===== config.mk =====
export PLATFORM = sky130hd
export DESIGN_NAME = unidade_busca
export DESIGN_NICKNAME = d
export VERILOG_FILES = /design/src/rtl/unidade_busca.sv
export SDC_FILE = /design/constraint.sdc
export NUM_CORES = 1
export LEC_CHECK = 0
export BUFFER_PORTS_ARGS = -buffer_cell sky130_fd_sc_hd__buf_2
export CORE_MARGIN = 2
export CORE_UTILIZATION = 48
export DETAILED_ROUTE_END_ITERATION = 12
export PLACE_DENSITY = 0.74
export SYNTH_ARGS = -nofsm -noshare
export SYNTH_HDL_FRONTEND = slang
export SYNTH_SLANG_ARGS = --single-unit

===== constraint.sdc =====
create_clock -name clk -period 4.53 [get_ports clk]
set_input_delay 0.453 -clock clk [delete_from_list [all_inputs] [get_ports clk]]
set_output_delay 0.453 -clock clk [all_outputs]
set_load 0.01 [all_outputs]

===== src/rtl/unidade_busca.sv =====
// Instruction-fetch front end.
// Holds the PC, reads one instruction word per cycle from a combinational
// instruction memory while buffer space exists, and queues {pc, word} pairs
// in a small FIFO toward decode (valid/ready handshake). Handles branch
// redirect (flush), end-of-program halt and misaligned-target halt.
//
// Ports:
//   clk              single clock, rising edge
//   reset            synchronous, active-high
//   endereco         byte address to instruction memory (the PC register)
//   instrucao        word returned by memory for endereco, same cycle
//   desvio_valido    one-cycle redirect request
//   desvio_alvo      redirect target byte address
//   saida_valida     FIFO head valid toward decode
//   saida_pronto     decode accepts the head this cycle
//   saida_instrucao  head instruction (0 when not valid)
//   saida_pc         head instruction byte address (0 when not valid)
//   fim_programa     sticky: PC ran past the last valid word
//   erro_alinhamento sticky: redirect target was not word aligned
//   ocupacao         current FIFO entry count
module unidade_busca #(
  parameter logic [31:0] RESET_PC  = 32'h0000_0000,
  parameter int unsigned MEM_WORDS = 15,
  parameter int unsigned PROF_FILA = 2
) (
  input  logic                       clk,
  input  logic                       reset,
  output logic [31:0]                endereco,
  input  logic [31:0]                instrucao,
  input  logic                       desvio_valido,
  input  logic [31:0]                desvio_alvo,
  output logic                       saida_valida,
  input  logic                       saida_pronto,
  output logic [31:0]                saida_instrucao,
  output logic [31:0]                saida_pc,
  output logic                       fim_programa,
  output logic                       erro_alinhamento,
  output logic [$clog2(PROF_FILA):0] ocupacao
);

  localparam int unsigned PW = $clog2(PROF_FILA);
  localparam int unsigned OW = PW + 1;
  localparam logic [31:0] PC_LIMITE = 32'(4 * MEM_WORDS);
  localparam logic [OW-1:0] OCUP_MAX = OW'(PROF_FILA);

  logic [31:0]   pc_q, pc_d;
  logic          fim_q, fim_d;
  logic          erro_q, erro_d;
  logic [OW-1:0] ocup_q, ocup_d;
  logic [PW-1:0] rd_q, rd_d;
  logic [PW-1:0] wr_q, wr_d;

  logic [31:0] fila_instr [PROF_FILA];
  logic [31:0] fila_pc    [PROF_FILA];

  logic em_faixa;
  logic parado;
  logic push;
  logic pop;

  assign em_faixa = (pc_q < PC_LIMITE);
  assign parado   = fim_q | erro_q;

  // A redirect cycle hides the head so decode never sees a transfer there.
  assign saida_valida = (ocup_q != '0) & ~desvio_valido;
  assign pop          = saida_valida & saida_pronto;
  // A full FIFO still accepts a write when the head leaves the same cycle.
  assign push = ~desvio_valido & ~parado & em_faixa & ((ocup_q != OCUP_MAX) | pop);

  assign endereco         = pc_q;
  assign fim_programa     = fim_q;
  assign erro_alinhamento = erro_q;
  assign ocupacao         = ocup_q;
  assign saida_instrucao  = saida_valida ? fila_instr[rd_q] : '0;
  assign saida_pc         = saida_valida ? fila_pc[rd_q] : '0;

  always_comb begin
    pc_d   = pc_q;
    fim_d  = fim_q;
    erro_d = erro_q;
    ocup_d = ocup_q;
    rd_d   = rd_q;
    wr_d   = wr_q;
    if (desvio_valido) begin
      ocup_d = '0;
      rd_d   = '0;
      wr_d   = '0;
      fim_d  = 1'b0;
      if (desvio_alvo[1:0] == 2'b00) begin
        pc_d = desvio_alvo;
      end else begin
        erro_d = 1'b1;
      end
    end else begin
      if (push) begin
        wr_d = wr_q + PW'(1);
        pc_d = pc_q + 32'd4;
      end
      if (pop) begin
        rd_d = rd_q + PW'(1);
      end
      ocup_d = ocup_q + OW'(push) - OW'(pop);
      if (!em_faixa && !parado) begin
        fim_d = 1'b1;
      end
    end
  end

  always_ff @(posedge clk) begin
    if (reset) begin
      pc_q   <= RESET_PC;
      fim_q  <= 1'b0;
      erro_q <= 1'b0;
      ocup_q <= '0;
      rd_q   <= '0;
      wr_q   <= '0;
    end else begin
      pc_q   <= pc_d;
      fim_q  <= fim_d;
      erro_q <= erro_d;
      ocup_q <= ocup_d;
      rd_q   <= rd_d;
      wr_q   <= wr_d;
    end
  end

  // Storage needs no reset: entries are only read while counted in ocup_q.
  always_ff @(posedge clk) begin
    if (push) begin
      fila_instr[wr_q] <= instrucao;
      fila_pc[wr_q]    <= pc_q;
    end
  end

endmodule


==> impl_metrics.yaml <==
timing:
  finalCriticalPeriod_ns: 2.986
  hold_viol_final: 0
  clock.fmax_mhz: 334.9
  drv_slew: 0
  slew_headroom: 0.3852
  setup_slack_ns: 1.544
  fin_tns_setup_ns: 0
  tightest_slew_ns: 0.9199
  rsz0062_at_grt: "false"
  finalClockSkew_ns: 0.01191
  report.final.setup_viol: 0
  period_share: 0.6591
cts:
  insertion_delay_ns: 0.41
  cts.sinks: 167
  postCtsSetupBuffers: 0
  root_buffer: "clkbuf_16"
  cts_hold_buffers: 0
  post_cts_resized: 0
  cts_tree: "built"
  cts_made_buffers: 17
  htree_num_levels: 4
  clkTransAtPathRegs_ns: 0.06
  cts_buffer_depth: 2
critical_path:
  end_kind: "flip-flop"
  timing.rr.start: "endereco[16]$_SDFFE_PP0P_"
  path_max_fanout: 64
  worstReg2RegEnd: "fila_instr[1][24]$_DFFE_PP_"
  regToRegSetupSlack_ns: 1.54
  cp-start-kind: "flip-flop"
  r2r_cells: 4
  cp.required_ns: 4.56
  arrival_ns: 3.02
  criticalPathCategory: "reg2reg"
synth:
  syn_area_sq_um: 6819
  synth_top_family_by_area: "simple AND/OR/NAND/NOR gates"
  ys_ff_latch: 167
  ys_seq_area_frac: 0.6782
  syn_inst: 528
  ys_warn_count: 0
  synth_top_area_share: 0.5637
  synthesis.nets: 598
  yosys.area_share.simple: 0.1325
  synth_fa_ha_area_frac: 0.003670
  synth_compound_area_frac: 0.06514
  synth_top_cell_by_area: "edfxtp_1"
  muxShareOfSynthArea: 0.09541
  synth.distinct_cells: 50
  synth_area_per_cell_sq_um: 12.91
  synth_xor_area_frac: 0.005138
  synth_area_leaders: "edfxtp_1, dfxtp_1, mux2i_1"
place:
  hpwl_mm: 10.55
  numPortBuffers: 168
  place_ws_ns: 1.585
  place_congestion: 0.9272
  placed_area_sq_um: 7849
  placed_cells: 855
detailed_routing:
  num_vias: 4888
  drt-wirelength-per-cell_microns: 17.91
  totalWireLength_mm: 15.88
  first_iter_violations: 423
  ant_nets: 0
  route.detailed.drc: 0
  via_per_inst: 5.511
  first_pass_iters: 6
grt:
  met3_usage: 0.04566
  antenna_found_initial: 0
  grtUsageMet2: 0.3142
  overflow: 0
  first_global_vias: 4496
  grt_usage: 0.2062
  gr-max-usage-layer: "met2"
  grt_first_pass_wirelength_mm: 23.36
  grt_use_met1: 0.2863
  grt_max_degree: 65
pwr:
  leakagePower_nw: 3.186
  cellPowerDensity_nw_per_um2: 406.1
  peakVddDrop_v: 0.0002378
flow_run:
  cap_violations: 0
floorplan:
  num_rows: 43
  die_h_microns: 123.2
  initial_core_util: 0.4913
  ioPinCount: 169
  core-area_sq_um: 13880
  die_area_sq_um: 15180
  fp.dieW_microns: 123.2
worst_hold_path:
  hp-start: "instrucao[26]"
  hold_path_end: "fila_instr[1][26]$_DFFE_PP_"
  min_path_type: "in2reg"
  min_path_cells: 1
cells_and_area:
  layout.nets: 764
  fillers: 1113
  diodes: 0
  syn_to_final_growth_pct: 23.47
  final_layout_size_suffix_gt1_frac: 0.3041
  fin_area_sq_um: 8419
  fin_cells: 887
outcome:
  outcome: "finished, final reports clean"
==> placed cells by master, fill, tap and decap left out, types with 10 or more instances in the layout <==
master / count
a21oi_1: 19
clkbuf_16: 17
nor2_1: 86
nor3_1: 15
mux2i_1: 65
dfxtp_1: 38
nand2_1: 41
inv_1: 10
buf_2: 168
edfxtp_1: 128
==> report_power, final <==
part / switching [W] / leakage (nW) / internal [W]
Sequential: 0.0000446 / 1.51 / 0.00172
Combinational: 0.000162 / 1.40 / 0.0000937
Clock: 0.000541 / 0.281 / 0.000859
Total: 0.000748 / 3.19 / 0.00267
==> per-layer routing <==
metal | part of all wire | routed length [microns] | up-vias
met5 | 0 | 0 | -
met4 | 0.017 | 274 | 0
met3 | 0.095 | 1503 | 23
met2 | 0.46 | 7269 | 265
met1 | 0.43 | 6836 | 2301
li1 | - | - | 2299
==> critical path, stage by stage, from the launching register on <==
cell	delay [ns]
dfxtp_1	0.41
nor4_1	0.48
nand4_2	0.35
nor3_2	0.49
and2_4	0.79
==> flip-flops by register name, summed over array words and instances, names as in the netlist, named ones only <==
| name | flops |
|---|---|
| endereco | 32 |
| erro_alinhamento | 1 |
| fila_instr | 64 |
| fila_pc | 64 |
| fim_programa | 1 |
| ocupacao | 2 |
| rd_q | 1 |
| wr_q | 1 |
==> synthesized netlist by cell type, drive strengths merged <==
cell	count
edfxtp	128
nor2	87
mux2i	65
nand2	41
dfxtp	39
a21oi	19
clkbuf	17
nor3	17
o21ai	14
inv	10
buf	9
nand4	9
nor4	9
a221oi	5
a31oi	5
o31ai	5
or4	4
a211oi	3
a22oi	3
and2	3
nand3	3
nor3b	3
or2	3
a2111oi	2
and3	2
ha	2
nand2b	2
nand4b	2
o21a	2
o41ai	2
or3	2
xnor2	2
xor2	2
a22o	1
a311oi	1
a31o	1
and4	1
nor4b	1
o311ai	1
o32ai	1
==> per-stage QoR <==
stage | hold WS (ns) | total power [W] | util
final | 0.2341 | 0.003419 | 0.6065
after global placement | 0.4609 | 0.002043 | 0.5654
after floorplan | 0.5059 | 0.001934 | -
after detailed placement | 0.4662 | 0.002049 | 0.5654
after CTS | 0.2142 | 0.003442 | 0.6065
after global routing | 0.2178 | 0.003536 | 0.6065
==> cell type report <==
type                            count  area [sq um]  area share
Clock inverter                     11         130.1     0.01546
Sequential cell                   167          4628      0.5497
Inverter                           10         37.54    0.004458
Clock buffer                       21         440.4     0.05231
Tap cell                          180         225.2     0.02675
Multi-Input combinational cell    325          2079      0.2470
Timing Repair Buffer              173         878.3      0.1043
==> worst max-delay path by stage <==
stage                                    from                           to  slack (ns)  depth (start not counted)
floorplan           endereco[16]$_SDFFE_PP0P_   fila_instr[0][0]$_DFFE_PP_        0.18                          5
global placement                desvio_valido                 saida_pc[15]        1.66                          6
detailed placement  endereco[16]$_SDFFE_PP0P_  fila_instr[1][22]$_DFFE_PP_        1.58                          4
CTS                 endereco[16]$_SDFFE_PP0P_   fila_instr[1][0]$_DFFE_PP_        1.56                          4
global route        endereco[16]$_SDFFE_PP0P_  fila_instr[1][24]$_DFFE_PP_        1.42                          4
finish              endereco[16]$_SDFFE_PP0P_  fila_instr[1][24]$_DFFE_PP_        1.54                          4
==> kinds of logic after synthesis <==
| family | after synthesis |
|---|---|
| AO/OA/AOI/OAI | 65 |
| XOR/XNOR | 4 |
| AND/OR/NAND/NOR | 189 |
| flip-flops | 167 |
| multiplexers | 65 |
| adder cells (fa/ha/maj) | 2 |
| buffers and inverters | 36 |
No activity file was read; power rests on OpenSTA's default activity.
